<file path="src/rtl/lcd_bus_responder.sv">
// -----------------------------------------------------------------------------
// lcd_bus_responder
//   Behavioural stand-in for an HD44780-style character LCD controller, seen
//   from the bus side. It registers the E/RS/RW/data_in bus once and uses the
//   falling edge of the registered E as its strobe. It decodes instructions and
//   holds a 128-byte DDRAM. A busy down-counter models the execution time of
//   each accepted write.
//
// Parameters
//   BUSY_CYCLES   busy time after an ordinary instruction or data write (>= 1)
//   CLEAR_CYCLES  busy time after clear display / return home (>= 128)
//
// Ports
//   clk           single clock, rising edge
//   reset_n       asynchronous active-low reset
//   E, RS, RW     bus enable, register select (0 instr/status, 1 data),
//                 read/not-write
//   data_in       write data from the driver
//   data_out      read data (status or DDRAM), 0x00 when not reading
//   data_oe       high while registered E=1 and RW=1
//   busy          busy flag
//   addr          DDRAM address counter
//   init_done     sticky; function set, display control, clear and entry mode
//                 have each been accepted
//   protocol_err  sticky; write or data read while busy, or instruction 0x00
// -----------------------------------------------------------------------------
module lcd_bus_responder #(
   parameter int BUSY_CYCLES  = 40,
   parameter int CLEAR_CYCLES = 1600
) (
   input  logic       clk,
   input  logic       reset_n,
   input  logic       E,
   input  logic       RS,
   input  logic       RW,
   input  logic [7:0] data_in,
   output logic [7:0] data_out,
   output logic       data_oe,
   output logic       busy,
   output logic [6:0] addr,
   output logic       init_done,
   output logic       protocol_err
);

   localparam int MAX_CYCLES = (CLEAR_CYCLES > BUSY_CYCLES) ? CLEAR_CYCLES : BUSY_CYCLES;
   localparam int CW         = $clog2(MAX_CYCLES + 1);

   typedef enum logic [1:0] {
      ST_IDLE,
      ST_EHIGH,
      ST_BUSY,
      ST_CLEARING
   } state_t;

   typedef enum logic [3:0] {
      OP_NULL,
      OP_CLEAR,
      OP_HOME,
      OP_ENTRY,
      OP_DISP,
      OP_SHIFT,
      OP_FUNC,
      OP_CGRAM,
      OP_DDRAM
   } op_t;

   // bus input stage
   logic       e_reg, e_prev_reg, rs_reg, rw_reg;
   logic [7:0] din_reg;

   // control state
   state_t     state_reg, state_next;
   logic [CW-1:0] cnt_reg;
   logic [6:0] addr_reg;
   logic       id_reg, s_reg;
   logic       disp_d_reg, disp_c_reg, disp_b_reg;
   logic       fn_dl_reg, fn_n_reg, fn_f_reg;
   logic [5:0] cgram_addr_reg;
   logic       seen_func_reg, seen_disp_reg, seen_clear_reg, seen_entry_reg;
   logic       init_done_reg, protocol_err_reg;
   logic       fill_active_reg;
   logic [6:0] fill_idx_reg;

   // DDRAM with a registered read port
   logic [7:0] ddram [0:127];
   logic [7:0] ram_q_reg;

   // decode
   op_t        op;
   logic       busy_int, e_rise, e_fall;
   logic       acc_instr, acc_data_wr, acc_data_rd;
   logic       start_clear, start_home, start_busy, err_now;
   logic [6:0] addr_step;
   logic       ram_we;
   logic [6:0] ram_waddr;
   logic [7:0] ram_wdata;

   // ---------------------------------------------------------------- bus stage
   always_ff @(posedge clk or negedge reset_n) begin
      if (!reset_n) begin
         e_reg      <= 1'b0;
         e_prev_reg <= 1'b0;
         rs_reg     <= 1'b0;
         rw_reg     <= 1'b0;
         din_reg    <= 8'h00;
      end else begin
         e_reg      <= E;
         e_prev_reg <= e_reg;
         rs_reg     <= RS;
         rw_reg     <= RW;
         din_reg    <= data_in;
      end
   end

   // instruction class is given by the highest set bit
   always_comb begin
      op = OP_NULL;
      casez (din_reg)
         8'b1???????: op = OP_DDRAM;
         8'b01??????: op = OP_CGRAM;
         8'b001?????: op = OP_FUNC;
         8'b0001????: op = OP_SHIFT;
         8'b00001???: op = OP_DISP;
         8'b000001??: op = OP_ENTRY;
         8'b0000001?: op = OP_HOME;
         8'b00000001: op = OP_CLEAR;
         default:     op = OP_NULL;
      endcase
   end

   always_comb begin
      busy_int    = (state_reg == ST_BUSY) || (state_reg == ST_CLEARING);
      e_rise      = e_reg & ~e_prev_reg;
      e_fall      = ~e_reg & e_prev_reg;
      acc_instr   = e_fall & ~rw_reg & ~rs_reg & ~busy_int;
      acc_data_wr = e_fall & ~rw_reg &  rs_reg & ~busy_int;
      acc_data_rd = e_fall &  rw_reg &  rs_reg & ~busy_int;
      start_clear = acc_instr & (op == OP_CLEAR);
      start_home  = acc_instr & (op == OP_HOME);
      // instruction 0x00 is refused: no busy period, only the error flag
      start_busy  = acc_data_wr |
                    (acc_instr & (op != OP_CLEAR) & (op != OP_HOME) & (op != OP_NULL));
      // status reads are always legal; writes and data reads are not while busy
      err_now     = (e_fall & ~rw_reg & busy_int) |
                    (e_fall & rw_reg & rs_reg & busy_int) |
                    (acc_instr & (op == OP_NULL));
      addr_step   = id_reg ? (addr_reg + 7'd1) : (addr_reg - 7'd1);
   end

   // ---------------------------------------------------------------- FSM
   always_ff @(posedge clk or negedge reset_n) begin
      if (!reset_n) begin
         state_reg <= ST_IDLE;
      end else begin
         state_reg <= state_next;
      end
   end

   always_comb begin
      state_next = state_reg;
      case (state_reg)
         ST_IDLE, ST_EHIGH: begin
            // a strobe can also arrive in IDLE if E rose while still busy
            if (start_clear) begin
               state_next = ST_CLEARING;
            end else if (start_home || start_busy) begin
               state_next = ST_BUSY;
            end else if (e_fall) begin
               state_next = ST_IDLE;
            end else if (e_rise) begin
               state_next = ST_EHIGH;
            end
         end
         ST_BUSY, ST_CLEARING: begin
            if (cnt_reg <= CW'(1)) begin
               state_next = ST_IDLE;
            end
         end
         default: state_next = ST_IDLE;
      endcase
   end

   // ---------------------------------------------------------------- datapath
   always_ff @(posedge clk or negedge reset_n) begin
      if (!reset_n) begin
         cnt_reg          <= '0;
         addr_reg         <= 7'd0;
         id_reg           <= 1'b1;
         s_reg            <= 1'b0;
         disp_d_reg       <= 1'b0;
         disp_c_reg       <= 1'b0;
         disp_b_reg       <= 1'b0;
         fn_dl_reg        <= 1'b1;
         fn_n_reg         <= 1'b0;
         fn_f_reg         <= 1'b0;
         cgram_addr_reg   <= 6'd0;
         seen_func_reg    <= 1'b0;
         seen_disp_reg    <= 1'b0;
         seen_clear_reg   <= 1'b0;
         seen_entry_reg   <= 1'b0;
         init_done_reg    <= 1'b0;
         protocol_err_reg <= 1'b0;
         fill_active_reg  <= 1'b0;
         fill_idx_reg     <= 7'd0;
      end else begin
         // busy down-counter; starts only happen while not busy
         if (start_clear || start_home) begin
            cnt_reg <= CW'(CLEAR_CYCLES);
         end else if (start_busy) begin
            cnt_reg <= CW'(BUSY_CYCLES);
         end else if (cnt_reg != '0) begin
            cnt_reg <= cnt_reg - CW'(1);
         end

         if (acc_instr) begin
            case (op)
               OP_CLEAR: begin
                  addr_reg       <= 7'd0;
                  id_reg         <= 1'b1;
                  seen_clear_reg <= 1'b1;
               end
               OP_HOME:  addr_reg <= 7'd0;
               OP_ENTRY: begin
                  id_reg         <= din_reg[1];
                  s_reg          <= din_reg[0];
                  seen_entry_reg <= 1'b1;
               end
               OP_DISP: begin
                  disp_d_reg    <= din_reg[2];
                  disp_c_reg    <= din_reg[1];
                  disp_b_reg    <= din_reg[0];
                  seen_disp_reg <= 1'b1;
               end
               OP_SHIFT: addr_reg <= din_reg[2] ? (addr_reg + 7'd1) : (addr_reg - 7'd1);
               OP_FUNC: begin
                  fn_dl_reg     <= din_reg[4];
                  fn_n_reg      <= din_reg[3];
                  fn_f_reg      <= din_reg[2];
                  seen_func_reg <= 1'b1;
               end
               OP_CGRAM: cgram_addr_reg <= din_reg[5:0];
               OP_DDRAM: addr_reg <= din_reg[6:0];
               default: ;
            endcase
         end else if (acc_data_wr || acc_data_rd) begin
            addr_reg <= addr_step;
         end

         if (seen_func_reg && seen_disp_reg && seen_clear_reg && seen_entry_reg) begin
            init_done_reg <= 1'b1;
         end

         if (err_now) begin
            protocol_err_reg <= 1'b1;
         end

         // clear fills one location per cycle; 128 cycles fit in CLEAR_CYCLES
         if (start_clear) begin
            fill_active_reg <= 1'b1;
            fill_idx_reg    <= 7'd0;
         end else if (fill_active_reg) begin
            fill_idx_reg <= fill_idx_reg + 7'd1;
            if (fill_idx_reg == 7'd127) begin
               fill_active_reg <= 1'b0;
            end
         end
      end
   end

   // ---------------------------------------------------------------- DDRAM
   // The fill and data writes never overlap: data writes are refused while busy.
   always_comb begin
      ram_we    = fill_active_reg | acc_data_wr;
      ram_waddr = fill_active_reg ? fill_idx_reg : addr_reg;
      ram_wdata = fill_active_reg ? 8'h20 : din_reg;
   end

   // contents deliberately survive reset
   always_ff @(posedge clk) begin
      if (ram_we) begin
         ddram[ram_waddr] <= ram_wdata;
      end
      ram_q_reg <= ddram[addr_reg];
   end

   // ---------------------------------------------------------------- outputs
   always_comb begin
      data_oe  = e_reg & rw_reg;
      data_out = 8'h00;
      if (data_oe) begin
         data_out = rs_reg ? ram_q_reg : {busy_int, addr_reg};
      end
   end

   assign busy         = busy_int;
   assign addr         = addr_reg;
   assign init_done    = init_done_reg;
   assign protocol_err = protocol_err_reg;

endmodule

</file>
<file path="config.mk">
export PLATFORM = sky130hd
export DESIGN_NAME = lcd_bus_responder
export DESIGN_NICKNAME = d
export VERILOG_FILES = /design/src/rtl/lcd_bus_responder.sv
export SDC_FILE = /design/constraint.sdc
export NUM_CORES = 1
export LEC_CHECK = 0
export ABC_AREA = 1
export CAP_MARGIN = 30
export CORE_UTILIZATION = 41
export DETAILED_ROUTE_END_ITERATION = 8
export SLEW_MARGIN = 10
export SYNTH_ARGS = -nofsm -noshare
export SYNTH_HDL_FRONTEND = slang
export SYNTH_SLANG_ARGS = --single-unit
</file>
<file path="constraint.sdc">
create_clock -name clk -period 5.1 [get_ports clk]
set_clock_uncertainty 0.1 [all_clocks]
set_input_delay 0.765 -clock clk [delete_from_list [all_inputs] [get_ports clk]]
set_output_delay 0.765 -clock clk [all_outputs]
set_load 0.01 [all_outputs]
</file>
# --- Yosys cells after proc, flatten, opt, wreduce, memory -nomap -nowiden ---
# Memories as Yosys holds them, arrays and structs flattened. A register that Yosys moved wholly into a read port is not among the register bits.
# Index checks and enable logic that the tools add are counted.
totals:
  reg_bits: 47
  mem_bits_rw: 1024
  input_bits: 13
  latch_bits: 0
  output_inout_bits: 19
  elab_cells: 126
  mem_bits_ro: 0
  mem_count: 1
memory_table:
  columns: ["memory", "depth", "width", "rd", "rd_clocked_by_memory_dff", "write_ports", "line_no", "rtl"]
  rows:
  - ["ddram", 128, 8, 1, 1, 1, "85", "logic [7:0] ddram [0:127];"]
op_classes:
  div: 0
  shift: 0
  reduce_logical: 25
  n_lt_le_gt_ge: 1
  mux: 27
  mul: 0
  eq_ne: 23
  bitwise_logic: 28
  addsub: 4
op_table:
  columns: ["op", "count"]
  rows:
  - ["$mux W7", 7]
  - ["$mux W11", 3]
  - ["$pmux W4 S8", 1]
  - ["$mux W8", 3]
  - ["$pmux W7 S3", 1]
  - ["$and A1 B1 Y1", 19]
  - ["$add A7 B1 Y7 const B", 2]
  - ["$reduce_and A2 Y1", 7]
  - ["$eq A4 B3 Y1 const B", 3]
  - ["$le A11 B1 Y1 const B", 1]
  - ["$reduce_bool A11 Y1", 1]
  - ["$sub A11 B1 Y11 const B", 1]
  - ["$mux W2", 5]
  - ["$eq A4 B1 Y1 const B", 2]
  - ["$eq A4 B2 Y1 const B", 2]
  - ["$eq A8 B1 Y1 const B", 1]
  - ["$ne A4 B2 Y1 const B", 2]
  - ["$eq A7 B1 Y1 const B", 1]
  - ["$eq A7 B7 Y1 const B", 1]
  - ["$sub A7 B1 Y7 const B", 1]
  - ["$eq A6 B1 Y1 const B", 1]
  - ["$reduce_bool A2 Y1", 3]
  - ["$reduce_or A2 Y1", 3]
  - ["$eq A5 B1 Y1 const B", 1]
  - ["18 further kinds", 36]

# --- Depth between registers and ports, before layout ---
# Gate-level depths: netlist (run 1).
logic_depth:
  ltp_word: 13
  ltp_mapped: 17
  ltp_nobuf: 13

# --- Worst setup path before layout (run 1) ---
# OpenSTA, ideal clock, no wires.
synth_path:
  kind: "reg2reg"
  start: "register fill_active_reg"
  end: "memory ddram[0][0], data pin"
  required_ns: 4.200
  synth_period_minus_slack_ns: 4.730
  stages_incl_launch_ff: 5
  n_path_buf: 3
  arrival_time_ns: 3.830
  setup_ns: 0.800
  path_slack_ns: 0.370
  cell_sequence: "dfrtp_1 buf_2 buf_4 clkbuf_1 nor2_1"
synth_between:
  elab_chain_len: 1
synth_rtl:
  columns: ["item", "line_no", "rtl"]
  rows:
  - ["start, declared", "81", "logic fill_active_reg;"]
  - ["start signal, assigned", "203", "fill_active_reg <= 1'b0;"]
  - ["start signal, assigned", "259", "fill_active_reg <= 1'b1;"]
  - ["start signal, assigned", "264", "fill_active_reg <= 1'b0;"]
  - ["$mux W8", "275", "ram_wdata = fill_active_reg ? 8'h20 : din_reg;"]
  - ["named net ram_wdata[0]", "96", "logic [7:0] ram_wdata;"]
  - ["end, declared", "85", null]
# The timed path passes the listed nets, and every way through them passes these cells.

# --- Final worst setup path (run 1) ---
layout_path:
  start: "register addr_reg[6] (netlist: addr[6])"
  end: "output port data_out[6]"
layout_between:
  elab_chain_len: 2
layout_rtl:
  columns: ["item", "line_no", "rtl"]
  rows:
  - ["start, declared", "74", "logic [6:0] addr_reg;"]
  - ["start signal, assigned", "234", "OP_SHIFT: addr_reg <= din_reg[2] ? (addr_reg + 7'd1) : (addr_reg - 7'd1);"]
  - ["start signal, assigned", "242", "OP_DDRAM: addr_reg <= din_reg[6:0];"]
  - ["start signal, assigned", "246", "addr_reg <= addr_step;"]
  - ["$mux W8", "291", "data_out = rs_reg ? ram_q_reg : {busy_int, addr_reg};"]
  - ["$mux W8", "290", "if (data_oe) begin"]
  - ["end, declared", "37", "output logic [7:0] data_out,"]
# Every way passes these cells.

==> metrics.txt, run 1 <==
outcome=complete, no violations; grt total ovfl=0; initial antenna violation count=4; Post-Place Cells=5657; total power=approximately 26 mW; ys async rst share=4.27%; CP Data Arrival Time=approximately 2.9 ns; Sw Share=37.1%; sequential share of the synthesized area=roughly 70%; Pwr Density=519 nW/um^2; pin count of the biggest net entering global routing=187; Final ANT Viol Nets=0; CTS Buf Count=109; Setup crit start kind=flop; synthesized area=around 46000 sq um; Mapped Cells=4307; Layout Area Growth over Synthesis=11.0%; fraction of layout cells with a size suffix above 1=6.14%; TritonCTS clock tree=yes; Skew-Pair Late Insertion Delay=between 0.6 and 0.7 ns; Die Height=between 300 and 400 um; Initial Util=about two fifths; count of final setup violators=0; Yosys warnings=0; Synth cell types=45; final hold vios=0; post-route cell area=between 50000 and 60000 sq um; max-slew violation count=0; vias=between 30000 and 40000; CP required=between 4 and 5 ns; cell row count=122; Die ar.=between 100000 and 150000 sq um; CTS clk-pin slew, worst paths=0.06 ns; Slew @ Worst Pin=1.03 ns; Min Hold Slack=0.303 ns; Synthesized Nets=4325; post_cts resized=0; IO buf count=31; internal power=16.7 mW; top-area cell type share of the netlist area=around two thirds; top-level I/O count=32; Max Cap Viol=0; max FFs per register=approximately 1000; Core ar.=111000 sq um; fin cells=just under 6000; worst min-delay path class=reg -> reg; Max Freq=267 MHz; Synth area leaders=edfxtp_1 (67%), nand2_1 (10%), nor2_1 (5.4%), nand3_1 (4.3%), dfrtp_1 (2.4%); first-pass GRT wire length=183 mm; TritonRoute pass-1 iters=5; TNS Setup=0 ns; GR Util All Layers=21.4%; GPL Wtd Cong=0.841; Mapped Avg Cell Area=10.7 sq um; Post-synth EDFFs=between 1000 and 1500; Avg Vias per Cell=around 5.2; most frequent cell after synthesis=nand2_1; HPWL Detailed=68.9 mm; dpl cell area=47600 sq um; Synth Flop Type=edfxtp_1; DRC=0; unrepaired setup endpoints after global routing=false; routed length per instance=20.7 um; Max VDD drop=480 uV; htree depth=3; Setup CP Type=reg -> out; Crit Path Max Fanout=13; number of global-route vias before repair=29100; Comb power frac=32.2%; Final Cycle Share=73.4%; clock buffer depth=3; cell taking the most area after synthesis=edfxtp_1; synth cell count leaders=nand2_1 (1226), edfxtp_1 (1024), nor2_1 (664); Seq pwr share=38.2%; fin crit period=3.74 ns; Net Switching=just under 10 mW; clk root buf=clkbuf_16; Final #Nets=about 4300; Leakage Power=~19 nW; initial DRC count=2960; clock power share=29.5%; die width=337 um; slew margin rel.=31.0%; FF+latch count, synth=1078; Setup crit end kind=output port; CTS Sinks=1078; wirelength, routed=121 mm
## cells by family after synthesis
group | Yosys count | share of synthesized area, %
AO/OA/AOI/OAI | 353 | 4.08
XOR/XNOR | 17 | 0.324
adder cells (fa/ha/maj) | 5 | 0.136
buffers and inverters | 516 | 5.31
flip-flops | 1078 | 69.7
AND/OR/NAND/NOR | 2338 | 20.4
## layer usage
layer / wire length [um] / track usage [%] / vias to the layer above
met4: 3640 / 7.27 / 6
li1: - / - / 14400
met1: 51700 / 29.7 / 14800
met5: 30 / 0 / -
met3: 9330 / 3.42 / 212
met2: 56400 / 34.3 / 1089
## power by group through the flow
stage	Combinational [mW]	Clock [mW]	Sequential, mW
after floorplan	6.05	0	10.1
after global placement	8.43	0	10.3
after detailed placement	8.48	0	10.3
after CTS	8.52	7.93	10.1
after global routing	9.43	8.26	10.1
final	8.55	7.83	10.1
## final cells by class
type / instances / area [sq um]
antenna: 2 / 5.00
clock buffer: 134 / 2910
clock inverter: 64 / 557
fill: 10200 / 59900
inverter: 280 / 1070
multi-input combinational: 2713 / 11600
sequential: 1078 / 32100
tap: 1488 / 1860
timing repair buffer: 99 / 1040
## through the flow
stage	setup slack, ns	utilization (%)
after floorplan	0.370	-
after global placement	1.46	42.8
after detailed placement	1.50	42.9
after CTS	1.35	46.0
after global routing	1.34	46.0
final	1.36	46.0
## worst paths after layout
kind                                  from              end  slack (ns)  cells after the start
max                                addr[6]      data_out[6]        1.36                      4
min                                  e_reg       e_prev_reg        0.30                      0
max reg2reg                fill_active_reg    ddram[113][4]        1.48                      7
min reg2reg                          e_reg       e_prev_reg        0.30                      0
max in group asynchronous          reset_n     state_reg[1]        3.89                      3
min in group asynchronous          reset_n  fill_idx_reg[2]        0.49                      2
## critical path, cell delays in order, from the launching register on
cell             delay (ns)
dfrtp_1                0.40
buf_4                  0.30
clkinv_1               0.53
a21oi_1                0.38
clkdlybuf4s50_1        0.58
## placed cells by master (no fill, tap or decap), types with 3 or more instances in the layout
master           instances
nand2_1               1224
edfxtp_1              1024
nor2_1                 657
nand3_1                395
inv_1                  274
o21ai_0                209
clkbuf_16              112
a21oi_1                 52
o21ai_1                 50
buf_4                   49
dfrtp_1                 41
clkdlybuf4s50_1         30
o211ai_1                28
clkinv_2                27
clkinv_1                25
clkbuf_1                20
or2_2                   16
buf_12                  14
xor2_1                  13
nor3_1                  11
nor2_4                  10
or2_1                    9
bufinv_16                9
dfxtp_1                  8
ha_1                     5
o22ai_1                  4
xnor2_1                  4
nor2_2                   3
a31oi_1                  3
nand4_1                  3
dfrtp_4                  3
## what timing repair did
action	4_1_cts	5_1_grt
endpoints found under the hold margin	18	0
buffers inserted	0	0
hold buffers	1	0
Note: power is estimated with default switching activity, not from simulation.
==> inputs of run 2 (changes only) <==
clock period = 3.44 ns   (was 5.1 ns; I/O delays follow)
==> metrics.txt, run 2 (synthesis results as in run 1) <==
total power=41.3 mW (was 26.5 mW); clk root buf=clkbuf_16 (unchanged); GPL Wtd Cong=0.866 (was 0.841); Worst Setup Slack, final=0.162 ns (was 1.36 ns); Max Cap Viol=0 (unchanged); TNS Setup=0 ns (unchanged); post-route cell area=52900 sq um (was 51100 sq um); dpl cell area=48800 sq um (was 47600 sq um); commonest non-fill, non-tap cells in the layout=nand2_1 (1225), edfxtp_1 (1024), nor2_1 (657), nand3_1 (395), inv_1 (274) (was nand2_1 (1224), edfxtp_1 (1024), nor2_1 (657), nand3_1 (395), inv_1 (274)); ANT cells=0 (was 2); initial DRC count=2882 (was 2960); grt total ovfl=0 (unchanged); worst min-delay path class=in -> reg (was reg -> reg); HPWL Detailed=69.7 mm (was 68.9 mm); top-level I/O count=32 (unchanged); CP required=2.82 ns (was 4.24 ns); TritonRoute pass-1 iters=7 (was 5); fin crit period=3.28 ns; routed length per instance=20.1 um (was 20.7 um); TritonCTS clock tree=yes (unchanged); number of global-route vias before repair=29300 (was 29100); Die Height=337 um (unchanged); DRC=0 (unchanged); Max VDD drop=597 uV (was 480 uV); Final Cycle Share=95.3%; fraction of layout cells with a size suffix above 1=9.84% (was 6.14%); Initial Util=41.5% (unchanged); IO buf count=31 (unchanged); Min Hold Slack=0.156 ns (was 0.303 ns); Pwr Density=781 nW/um^2 (was 519 nW/um^2); post_cts resized=0 (unchanged); Skew-Pair Late Insertion Delay=0.70 ns (was 0.69 ns); CP Data Arrival Time=2.66 ns (was 2.88 ns); first-pass GRT wire length=182 mm (was 183 mm); CTS clk-pin slew, worst paths=0.06 ns (about the same); commonest non-fill, non-tap cell in the layout=nand2_1 (unchanged); fin cells=6010 (was 5858); critical path's slowest cell=clkdlybuf4s50_1 (unchanged); count of final setup violators=0 (unchanged); unrepaired setup endpoints after global routing=false (unchanged); final hold vios=0 (unchanged); max-slew violation count=0 (unchanged); Die ar.=114000 sq um (unchanged); cell row count=122 (unchanged); crit-path cells=buf_4 -> inv_1 -> a21oi_1 -> clkdlybuf4s50_1 (was buf_4 -> clkinv_1 -> a21oi_1 -> clkdlybuf4s50_1); Max stage delay on crit path=0.57 ns (was 0.58 ns); Finished Core Util=47.6% (was 46.0%); Setup crit start kind=flop (unchanged); Core ar.=111000 sq um (unchanged); Final #Nets=4444 (was 4299); Slew @ Worst Pin=0.958 ns (was 1.03 ns); Setup crit end kind=output port (unchanged); Layout Area Growth over Synthesis=14.9% (was 11.0%); Final ANT Viol Nets=0 (unchanged); CTS Sinks=1078 (unchanged); slew margin rel.=35.9% (was 31.0%); GR Util All Layers=21.3% (was 21.4%); Max Freq=305 MHz; htree depth=3 (unchanged); pre-CTS setup slack=0.443 ns (was 1.50 ns); Post-Place Cells=5800 (was 5657); clock buffer depth=3 (unchanged); pin count of the biggest net entering global routing=129 (was 187); vias=30700 (was 30500); max FFs per register=1024 (unchanged); wirelength, routed=121 mm (about the same); initial antenna violation count=3 (was 4); Setup CP Type=reg -> out (unchanged); outcome=complete, no violations (unchanged); Leakage Power=20.2 nW (was 19.1 nW); Avg Vias per Cell=5.11 (was 5.20); die width=337 um (unchanged); CTS Buf Count=110 (was 109); Crit Path Max Fanout=38 (was 13)
-- run 2: cell count changes in the layout (fill, tap and decap cells not counted), sizes merged --
cell,previous run,this run
inv,281,283
buf,68,212
diode,2,0
clkinv,54,50
clkinvlp,0,7
clkbuf,134,121
bufinv,9,27
-- run 2: path summary, 6_finish.rpt --
| kind | startpoint | end | slack [ns] | cells after the start |
|---|---|---|---|---|
| max reg2reg | fill_active_reg | ddram[107][6] | 0.38 | 7 |
| max in group asynchronous | reset_n | id_reg | 2.28 | 3 |
| min in group asynchronous | reset_n | addr[1] | 0.17 | 2 |
| min | data_in[5] | din_reg[5] | 0.16 | 1 |
| min reg2reg | e_reg | e_prev_reg | 0.32 | 0 |
| max | addr[3] | data_out[3] | 0.16 | 4 |
-- run 2: report_power, final --
group | internal [mW] | switching, mW
sequential | 14.6 | 0.286
combinational | 3.81 | 9.37
clock | 8.08 | 5.17
-- run 2: final cells by class --
type,count,area [sq um]
Inverter,280,1070
Multi-Input combinational cell,2713,11600
Sequential cell,1078,32100
Clock inverter,87,1200
Timing Repair Buffer,243,2230
Tap cell,1488,1860
Clock buffer,121,2880
Fill cell,9974,58100
-- run 2: layer usage --
metal | share of wire, % | vias to the layer above | GRT usage, %
met5 | 0 | - | 0
met4 | 2.9 | 0 | 7.00
met3 | 6.6 | 189 | 2.85
met2 | 47 | 1032 | 34.0
met1 | 44 | 14900 | 30.0
li1 | - | 14700 | -
-- run 2: critical path, delay by kind of cell (launching register included) --
family	cells	cell delay (ns)
compound gates	1	0.20
flops	1	0.45
buf+inv	3	1.31
-- run 2: repair_timing --
item                                    4_1_cts  5_1_grt
hold buffers                                  1        0
hold endpoints to repair                     12        0
buffers inserted                              0        1
endpoints found under the setup margin        0        1
